**config.mk**
```make
export PLATFORM = sky130hd
export DESIGN_NAME = ps2_kbd_rx
export DESIGN_NICKNAME = d
export VERILOG_FILES = /design/src/rtl/ps2_kbd_rx.sv
export SDC_FILE = /design/constraint.sdc
export NUM_CORES = 1
export LEC_CHECK = 0
export CELL_PAD_IN_SITES_DETAIL_PLACEMENT = 0
export CELL_PAD_IN_SITES_GLOBAL_PLACEMENT = 1
export CORE_UTILIZATION = 29
export DETAILED_ROUTE_END_ITERATION = 8
export GPL_ROUTABILITY_DRIVEN = 0
export PLACE_DENSITY = 0.51
export RECOVER_POWER = 50
export SYNTH_ARGS = -nofsm -noshare
export SYNTH_HDL_FRONTEND = slang
export SYNTH_SLANG_ARGS = --single-unit
```
**constraint.sdc**
```tcl
create_clock -name CLK_50M -period 3.16 [get_ports CLK_50M]
set_clock_uncertainty 0.15 [all_clocks]
set_input_delay 0.474 -clock CLK_50M [delete_from_list [all_inputs] [get_ports CLK_50M]]
set_output_delay 0.474 -clock CLK_50M [all_outputs]
set_load 0.03 [all_outputs]
```
**src/rtl/ps2_kbd_rx.sv**
```systemverilog
// rtl/ps2_kbd_rx.sv - PS/2 keyboard receiver: pin sync, clock deglitch, frame deserialise, E0/F0 key-event assembly
`timescale 1ns/1ps
module ps2_kbd_rx #(
    parameter int FILTER_LEN  = 8,
    parameter int TIMEOUT_CYC = 10000
) (
    input  logic       CLK_50M,
    input  logic       RST_N,
    input  logic       ps2_clk_i,
    input  logic       ps2_dat_i,
    output logic [7:0] byte_o,
    output logic       byte_vld_o,
    output logic [7:0] key_code_o,
    output logic       key_ext_o,
    output logic       key_rel_o,
    output logic       key_vld_o,
    output logic       err_o
);
    localparam int FW = $clog2(FILTER_LEN + 1);
    localparam int TW = $clog2(TIMEOUT_CYC + 1);

    typedef enum logic [1:0] {S_IDLE, S_DATA, S_PARITY, S_STOP} state_t;

    logic          r_clk_s1, r_clk_s2, r_dat_s1, r_dat_s2;
    logic          r_filt_clk;
    logic [FW-1:0] r_filt_cnt;
    logic [TW-1:0] r_to_cnt;
    logic [3:0]    r_bit_cnt;
    logic [7:0]    r_shift;
    logic          r_par;
    logic          r_ext, r_rel;
    state_t        r_state, w_state_nxt;

    logic [7:0]    r_byte, r_key_code;
    logic          r_byte_vld, r_key_ext, r_key_rel, r_key_vld, r_err;

    logic w_filt_flip, w_fall, w_timeout;
    logic w_frame_end, w_frame_ok, w_frame_bad, w_is_e0, w_is_f0;

    always_ff @(posedge CLK_50M or negedge RST_N) begin
        if (!RST_N) begin
            r_clk_s1 <= 1'b1;
            r_clk_s2 <= 1'b1;
            r_dat_s1 <= 1'b1;
            r_dat_s2 <= 1'b1;
        end else begin
            r_clk_s1 <= ps2_clk_i;
            r_clk_s2 <= r_clk_s1;
            r_dat_s1 <= ps2_dat_i;
            r_dat_s2 <= r_dat_s1;
        end
    end

    // The filtered clock follows only after FILTER_LEN consecutive differing samples
    assign w_filt_flip = (r_clk_s2 != r_filt_clk) && (r_filt_cnt == FW'(FILTER_LEN - 1));
    assign w_fall      = w_filt_flip && r_filt_clk;

    always_ff @(posedge CLK_50M or negedge RST_N) begin
        if (!RST_N) begin
            r_filt_clk <= 1'b1;
            r_filt_cnt <= '0;
        end else if (r_clk_s2 == r_filt_clk) begin
            r_filt_cnt <= '0;
        end else if (w_filt_flip) begin
            r_filt_clk <= r_clk_s2;
            r_filt_cnt <= '0;
        end else if (r_filt_cnt != FW'(FILTER_LEN)) begin
            r_filt_cnt <= r_filt_cnt + 1'b1;
        end
    end

    assign w_timeout = (r_state != S_IDLE) && !w_fall && (r_to_cnt == TW'(TIMEOUT_CYC - 1));

    always_ff @(posedge CLK_50M or negedge RST_N) begin
        if (!RST_N) r_state <= S_IDLE;
        else        r_state <= w_state_nxt;
    end

    always_comb begin
        w_state_nxt = r_state;
        case (r_state)
            S_IDLE:   if (w_fall && !r_dat_s2) w_state_nxt = S_DATA;
            S_DATA:   if (w_fall && r_bit_cnt == 4'd7) w_state_nxt = S_PARITY;
            S_PARITY: if (w_fall) w_state_nxt = S_STOP;
            S_STOP:   if (w_fall) w_state_nxt = S_IDLE;
            default:  w_state_nxt = S_IDLE;
        endcase
        if (w_timeout) w_state_nxt = S_IDLE;
    end

    always_comb begin
        w_frame_end = (r_state == S_STOP) && w_fall;
        w_frame_ok  = w_frame_end && r_dat_s2 && (^{r_shift, r_par});
        w_frame_bad = (w_frame_end && !w_frame_ok) || w_timeout;
        w_is_e0     = (r_shift == 8'hE0);
        w_is_f0     = (r_shift == 8'hF0);
    end

    always_ff @(posedge CLK_50M or negedge RST_N) begin
        if (!RST_N) begin
            r_to_cnt  <= '0;
            r_bit_cnt <= '0;
            r_shift   <= '0;
            r_par     <= 1'b0;
        end else begin
            if (r_state == S_IDLE || w_fall)        r_to_cnt <= '0;
            else if (r_to_cnt != TW'(TIMEOUT_CYC))  r_to_cnt <= r_to_cnt + 1'b1;

            if (r_state == S_IDLE && w_fall && !r_dat_s2) begin
                r_bit_cnt <= '0;
            end else if (r_state == S_DATA && w_fall) begin
                r_shift <= {r_dat_s2, r_shift[7:1]};
                if (r_bit_cnt != 4'hF) r_bit_cnt <= r_bit_cnt + 1'b1;
            end else if (r_state == S_PARITY && w_fall) begin
                r_par <= r_dat_s2;
            end
        end
    end

    // Prefix flags survive a timeout but are dropped by a bad frame
    always_ff @(posedge CLK_50M or negedge RST_N) begin
        if (!RST_N) begin
            r_byte     <= '0;
            r_byte_vld <= 1'b0;
            r_key_code <= '0;
            r_key_ext  <= 1'b0;
            r_key_rel  <= 1'b0;
            r_key_vld  <= 1'b0;
            r_err      <= 1'b0;
            r_ext      <= 1'b0;
            r_rel      <= 1'b0;
        end else begin
            r_byte_vld <= w_frame_ok;
            r_key_vld  <= w_frame_ok && !w_is_e0 && !w_is_f0;
            r_err      <= w_frame_bad;
            if (w_frame_ok) begin
                r_byte <= r_shift;
                if (w_is_e0) begin
                    r_ext <= 1'b1;
                end else if (w_is_f0) begin
                    r_rel <= 1'b1;
                end else begin
                    r_key_code <= r_shift;
                    r_key_ext  <= r_ext;
                    r_key_rel  <= r_rel;
                    r_ext      <= 1'b0;
                    r_rel      <= 1'b0;
                end
            end else if (w_frame_end) begin
                r_ext <= 1'b0;
                r_rel <= 1'b0;
            end
        end
    end

    assign byte_o     = r_byte;
    assign byte_vld_o = r_byte_vld;
    assign key_code_o = r_key_code;
    assign key_ext_o  = r_key_ext;
    assign key_rel_o  = r_key_rel;
    assign key_vld_o  = r_key_vld;
    assign err_o      = r_err;
endmodule

```
# Yosys cells after proc, flatten, opt, wreduce, memory -nomap -nowiden
# Cells that the tools add are included.
# totals
register_bits,61
input_bits,4
# op_classes
n_addsub,3
eq_ne,19
muxes,21
reduce_logical,39
bitwise,5
# ops
operator,count
14-bit 2-to-1 mux,2
4-bit 2-to-1 mux,6
8-bit equality test (second input constant),2
1-bit logical AND,16
3-bit inequality test (second input constant),5
14-bit by 1-bit adder with 14-bit output (second input constant),1
14-bit equality test (second input constant),1
14-bit inequality test (second input constant),1
2-bit 2-to-1 mux,5
2-bit AND reduction,5
2-bit nonzero test,5
9-bit XOR reduction,1
4-bit by 1-bit adder with 4-bit output (second input constant),2
4-bit by 3-bit equality test with 1-bit output (second input constant),2
4-bit inequality test (second input constant),2
2-bit one-hot mux with 4 select lines,1
1-bit 2-to-1 mux,7
3-bit AND reduction,2
1-bit logical NOT,5
1-bit inverter,5
2-bit equality test (second input constant),2
4-bit AND reduction,1
3-bit nonzero test,1
2-bit by 1-bit equality test with 1-bit output (second input constant),1
5 further kinds,6

# Depth between registers and ports, before layout
# depth
word_depth,9
ltp_mapped,7

# Worst setup path before layout
# OpenSTA, ideal clock, no wires.
# synth_path
path_kind,reg-to-reg
start,register r_shift[2]
end,"register r_byte[4], in the netlist byte_o[4]"
slack_ns,0.867
arrival_time_ns,2.015
path_stages_with_launch,7
period_less_slack_ns,2.293
t_required_ns,2.882
cell_sequence,dfrtp_1 > xor2_1 > xnor3_1 > xnor2_2 > nor3b_4 > buf_6 > mux2_1
# synth_between
elab_chain_cells,2
# synth_lines
element,line,rtl
start: declaration,29,logic [7:0] r_shift;
start signal: assignment,112,"r_shift <= {r_dat_s2, r_shift[7:1]};"
9-bit XOR reduction,93,"w_frame_ok = w_frame_end && r_dat_s2 && (^{r_shift, r_par});"
1-bit logical AND,93,
net w_frame_ok,38,"logic w_frame_end, w_frame_ok, w_frame_bad, w_is_e0, w_is_f0;"
end signal: assignment,137,r_byte <= r_shift;
end: declaration,34,"logic [7:0] r_byte, r_key_code;"
# The timed path passes the listed nets, and every way through them passes these cells.
# A chain may end at the register's enable or synchronous reset.

# Worst setup path after layout
# layout_path
start,register r_shift[4]
end,"register r_key_code[4], in the netlist key_code_o[4]"
# layout_between
elab_chain_cells,3
elab_cells_between_ends,7
# layout_lines
element,line,rtl
"8-bit equality test, or another cell as far along",96,w_is_f0 = (r_shift == 8'hF0);
1-bit inverter (no line) / 1-bit logical AND (equally long branches),--,
3-bit AND reduction (no line),--,
end signal: assignment,143,r_key_code <= r_shift;
end: declaration,34,
# Parallel ways exist; a longest one is shown, timed or not.

==> metrics.md <==
| Metric | Value |
|---|---|
| ANT nets after route | `0` |
| TritonCTS Sinks | `61` |
| RSZ-0062 raised after global routing | `no` |
| Via count | `around 1900` |
| Initial Utilization | `30.09%` |
| Met1 usage | `17.64%` |
| Final Max Tran Viols | `31` |
| Sequential-to-total area share from yosys stat | `between 50 and 60%` |
| Hold crit path type | `register to register` |
| Max frequency | `around 390 MHz` |
| Yosys top cell by area | `dfrtp_1` |
| Setup_tns | `0 ns` |
| Hold path depth | `0` |
| Diodes inserted | `0` |
| Cell count along the critical path | `5` |
| FFs w/ async S/R, synth | `100.0%` |
| Slew headroom | `-10.19%` |
| Worst stage delay on the critical path | `~0.48 ns` |
| Sw Share | `31.13%` |
| Total gr overflow | `0` |
| Filler cells | `between 900 and 1000` |
| Met3 GRT Util | `~4.2%` |
| Vias in the first global route | `1932` |
| Detailed-route vias per instance | `about 4.5` |
| Root buf cell | `clkbuf_8` |
| Critical-path maximum fanout | `9` |
| Most used DFF post-synth | `dfrtp_1` |
| IO buf count | `24` |
| CP cell instances | `xor2_1, xnor3_1, xnor2_1, nand3_1, mux2_2` |
| Clock share of power | `~34%` |
| Worst Path Required | `between 3 and 4 ns` |
| Skew-Pair Late Insertion Delay | `roughly 0.33 ns` |
| P_sw | `approximately 600 uW` |
| Area of the multi-input gates | `around 0.0012 mm^2` |
| Post-synthesis net count | `roughly 260` |
| Register area | `around 0.0015 mm^2` |
| Die footprint | `between 0.01 and 0.015 mm^2` |
| CP endpoint kind | `register` |
| Netlist cell types | `39` |
| Most common cell in the synthesized netlist | `dfrtp_1` |
| Final setup viols | `0` |
| Share of layout cells above drive strength 1 | `14.24%` |
| Measured slew at the worst slew-check pin | `about 1.7 ns` |
| Average size of a mapped cell | `11.27 um^2` |
| Gr usage total | `12.95%` |
| Cell row count | `35` |
| Reg2Reg Depth | `5` |
| Clk slew on worst S/H paths | `around 0.070 ns` |
| Net count, final | `approximately 300` |
| GRT busiest layer | `met2` |
| DRC marker count from the first detailed-route iteration | `81` |
| Failing checks | `capacitance limit, slew limit` |
| P_int | `~1300 uW` |
| Drt pass-1 iters | `4` |
| Period utilisation layout | `81.33%` |
| VDD IR-drop max | `approximately 0.32 mV` |
| Combinational power share | `between 10% and 20%` |
| Pre-CTS WS | `0.5939 ns` |
| CTS Buf Count | `9` |
| Mapped cell area | `~0.0028 mm^2` |
| Commonest cells post-synth | `56 x dfrtp_1, 34 x nor2_1, 16 x mux2_2, 16 x nand2_1, 14 x inv_1` |
| PD cells | `563.6 mW/mm^2` |
| CP startpoint kind | `register` |
| Leakage | `between 0.0015 and 0.002 uW` |
| # IOs | `25` |
| Crit path arrival time | `around 2.6 ns` |
| Post-Syn Instances | `249` |
| Minimum clock period | `~2.6 ns` |
| Global-route wire length before repair | `between 9000 and 10000 um` |
| Die Y-Extent | `between 100 and 150 um` |
| EDFF count, synth | `0` |
| Antenna violations before repair | `0` |
| Max Cap Viol | `1` |
| CTS tree | `built` |
| Dpl cells | `401` |
| Leading post-synthesis cells by cell area | `dfrtp_1 50%, mux2_2 6.4%, dfstp_2 4.7%` |
| Worst path bufs/invs | `0` |
| Area Growth Syn to Fin | `20.24%` |
| Final Hold Fails | `0` |
| Crit path max-delay family | `XOR/XNOR gates` |
| Final Instance Count excl. Fillers | `around 420` |
| Cts repair resizes | `0` |
| H-tree Lvls | `3` |
| PnR worst setup slack | `between 0.5 and 0.6 ns` |
| Area of the core | `0.009328 mm^2` |
| Critical path class | `register to register` |
| Area share of the largest cell type after synthesis | `between 40% and 50%` |
| Status | `finished, violations left` |
| YS warnings | `0` |
| Hpwl dp | `between 3000 and 4000 um` |
| Longest Clk Path Bufs | `2` |
| Wire per inst | `roughly 13 um` |
| Routing usage on met2 | `19.34%` |
| Die W | `100.4 um` |
| Sequential share of power | `48.0%` |
| Postcts setup bufs | `0` |
| Hold buffers post-CTS | `0` |
| Slowest CP cell | `dfrtp_1` |
| Pin count of the biggest net entering global routing | `31` |
| Drt drc | `0` |
| Routed WL | `~5500 um` |
| Synth Register Bits | `roughly 60` |
state kept, by name, indices dropped and copies added (netlist names), 2 cells and up:
name / cells
r_to_cnt: 14
r_shift: 8
key_code_o: 8
r_bit_cnt: 4
r_filt_cnt: 4
byte_o: 8
r_state: 2
placed cells by master (no fill, tap or decap), drive strengths merged, types with 7 or more instances in the layout:
| cell | instances |
|---|---|
| ha | 10 |
| nand3 | 11 |
| xnor2 | 13 |
| nand2 | 16 |
| inv | 14 |
| a21oi | 7 |
| nor2 | 34 |
| mux2 | 20 |
| clkdlybuf4s50 | 21 |
| dfrtp | 56 |
| clkbuf | 14 |
per-layer routing:
metal  share of wire, %  up-vias
met1                 52      895
met5                  0        -
met3                3.3        6
met4                1.2        0
met2                 43       30
li1                   -      928
layout make-up:
class,count,area share (%)
Sequential cell,61,45.42
Multi-Input combinational cell,170,35.30
Timing Repair Buffer,27,7.416
Tap cell,129,4.783
Clock buffer,11,4.486
Inverter,14,1.557
Clock inverter,5,1.038
cells by family (layout without fill, tap and decap cells):
group           after synthesis  after routing  synth area share [%]
compound gates               30             30                 6.910
xor+xnor                     20             20                 7.000
fa+ha+maj                    10             10                 4.458
buf+inv                      18             57                 2.675
flops                        61             61                 54.61
mux                          23             23                 9.095
simple gates                 87             87                 15.25
through the flow:
stage	util (%)	cell area, um^2	hold WS [ns]	power, uW
CTS	36.34	3390	0.04006	1950
finish	36.18	3374	0.2077	1902
global route	36.18	3374	0.2208	2062
global placement	34.34	3203	0.1976	1291
floorplan	-	2806	0.02841	1187
detailed placement	34.34	3203	0.2001	1290
power by group through the flow:
stage,combinational [uW],clock [uW],sequential (uW)
after floorplan,276,0,911
after CTS,365,671,914
after detailed placement,362,0,928
after global placement,362,0,929
final,352,637,914
after global routing,416,716,930
worst paths after layout:
kind | slack (ns) | startpoint | endpoint
setup / recovery | 0.59 | r_shift[4] | key_code_o[4]
hold / removal | 0.21 | r_clk_s1 | r_clk_s2
setup reg to reg | 0.59 | r_shift[4] | key_code_o[4]
hold reg to reg | 0.21 | r_clk_s1 | r_clk_s2
max in group asynchronous | 1.06 | RST_N | r_to_cnt[1]
min in group asynchronous | 0.40 | RST_N | key_rel_o
(Power assumes the default switching activity.)
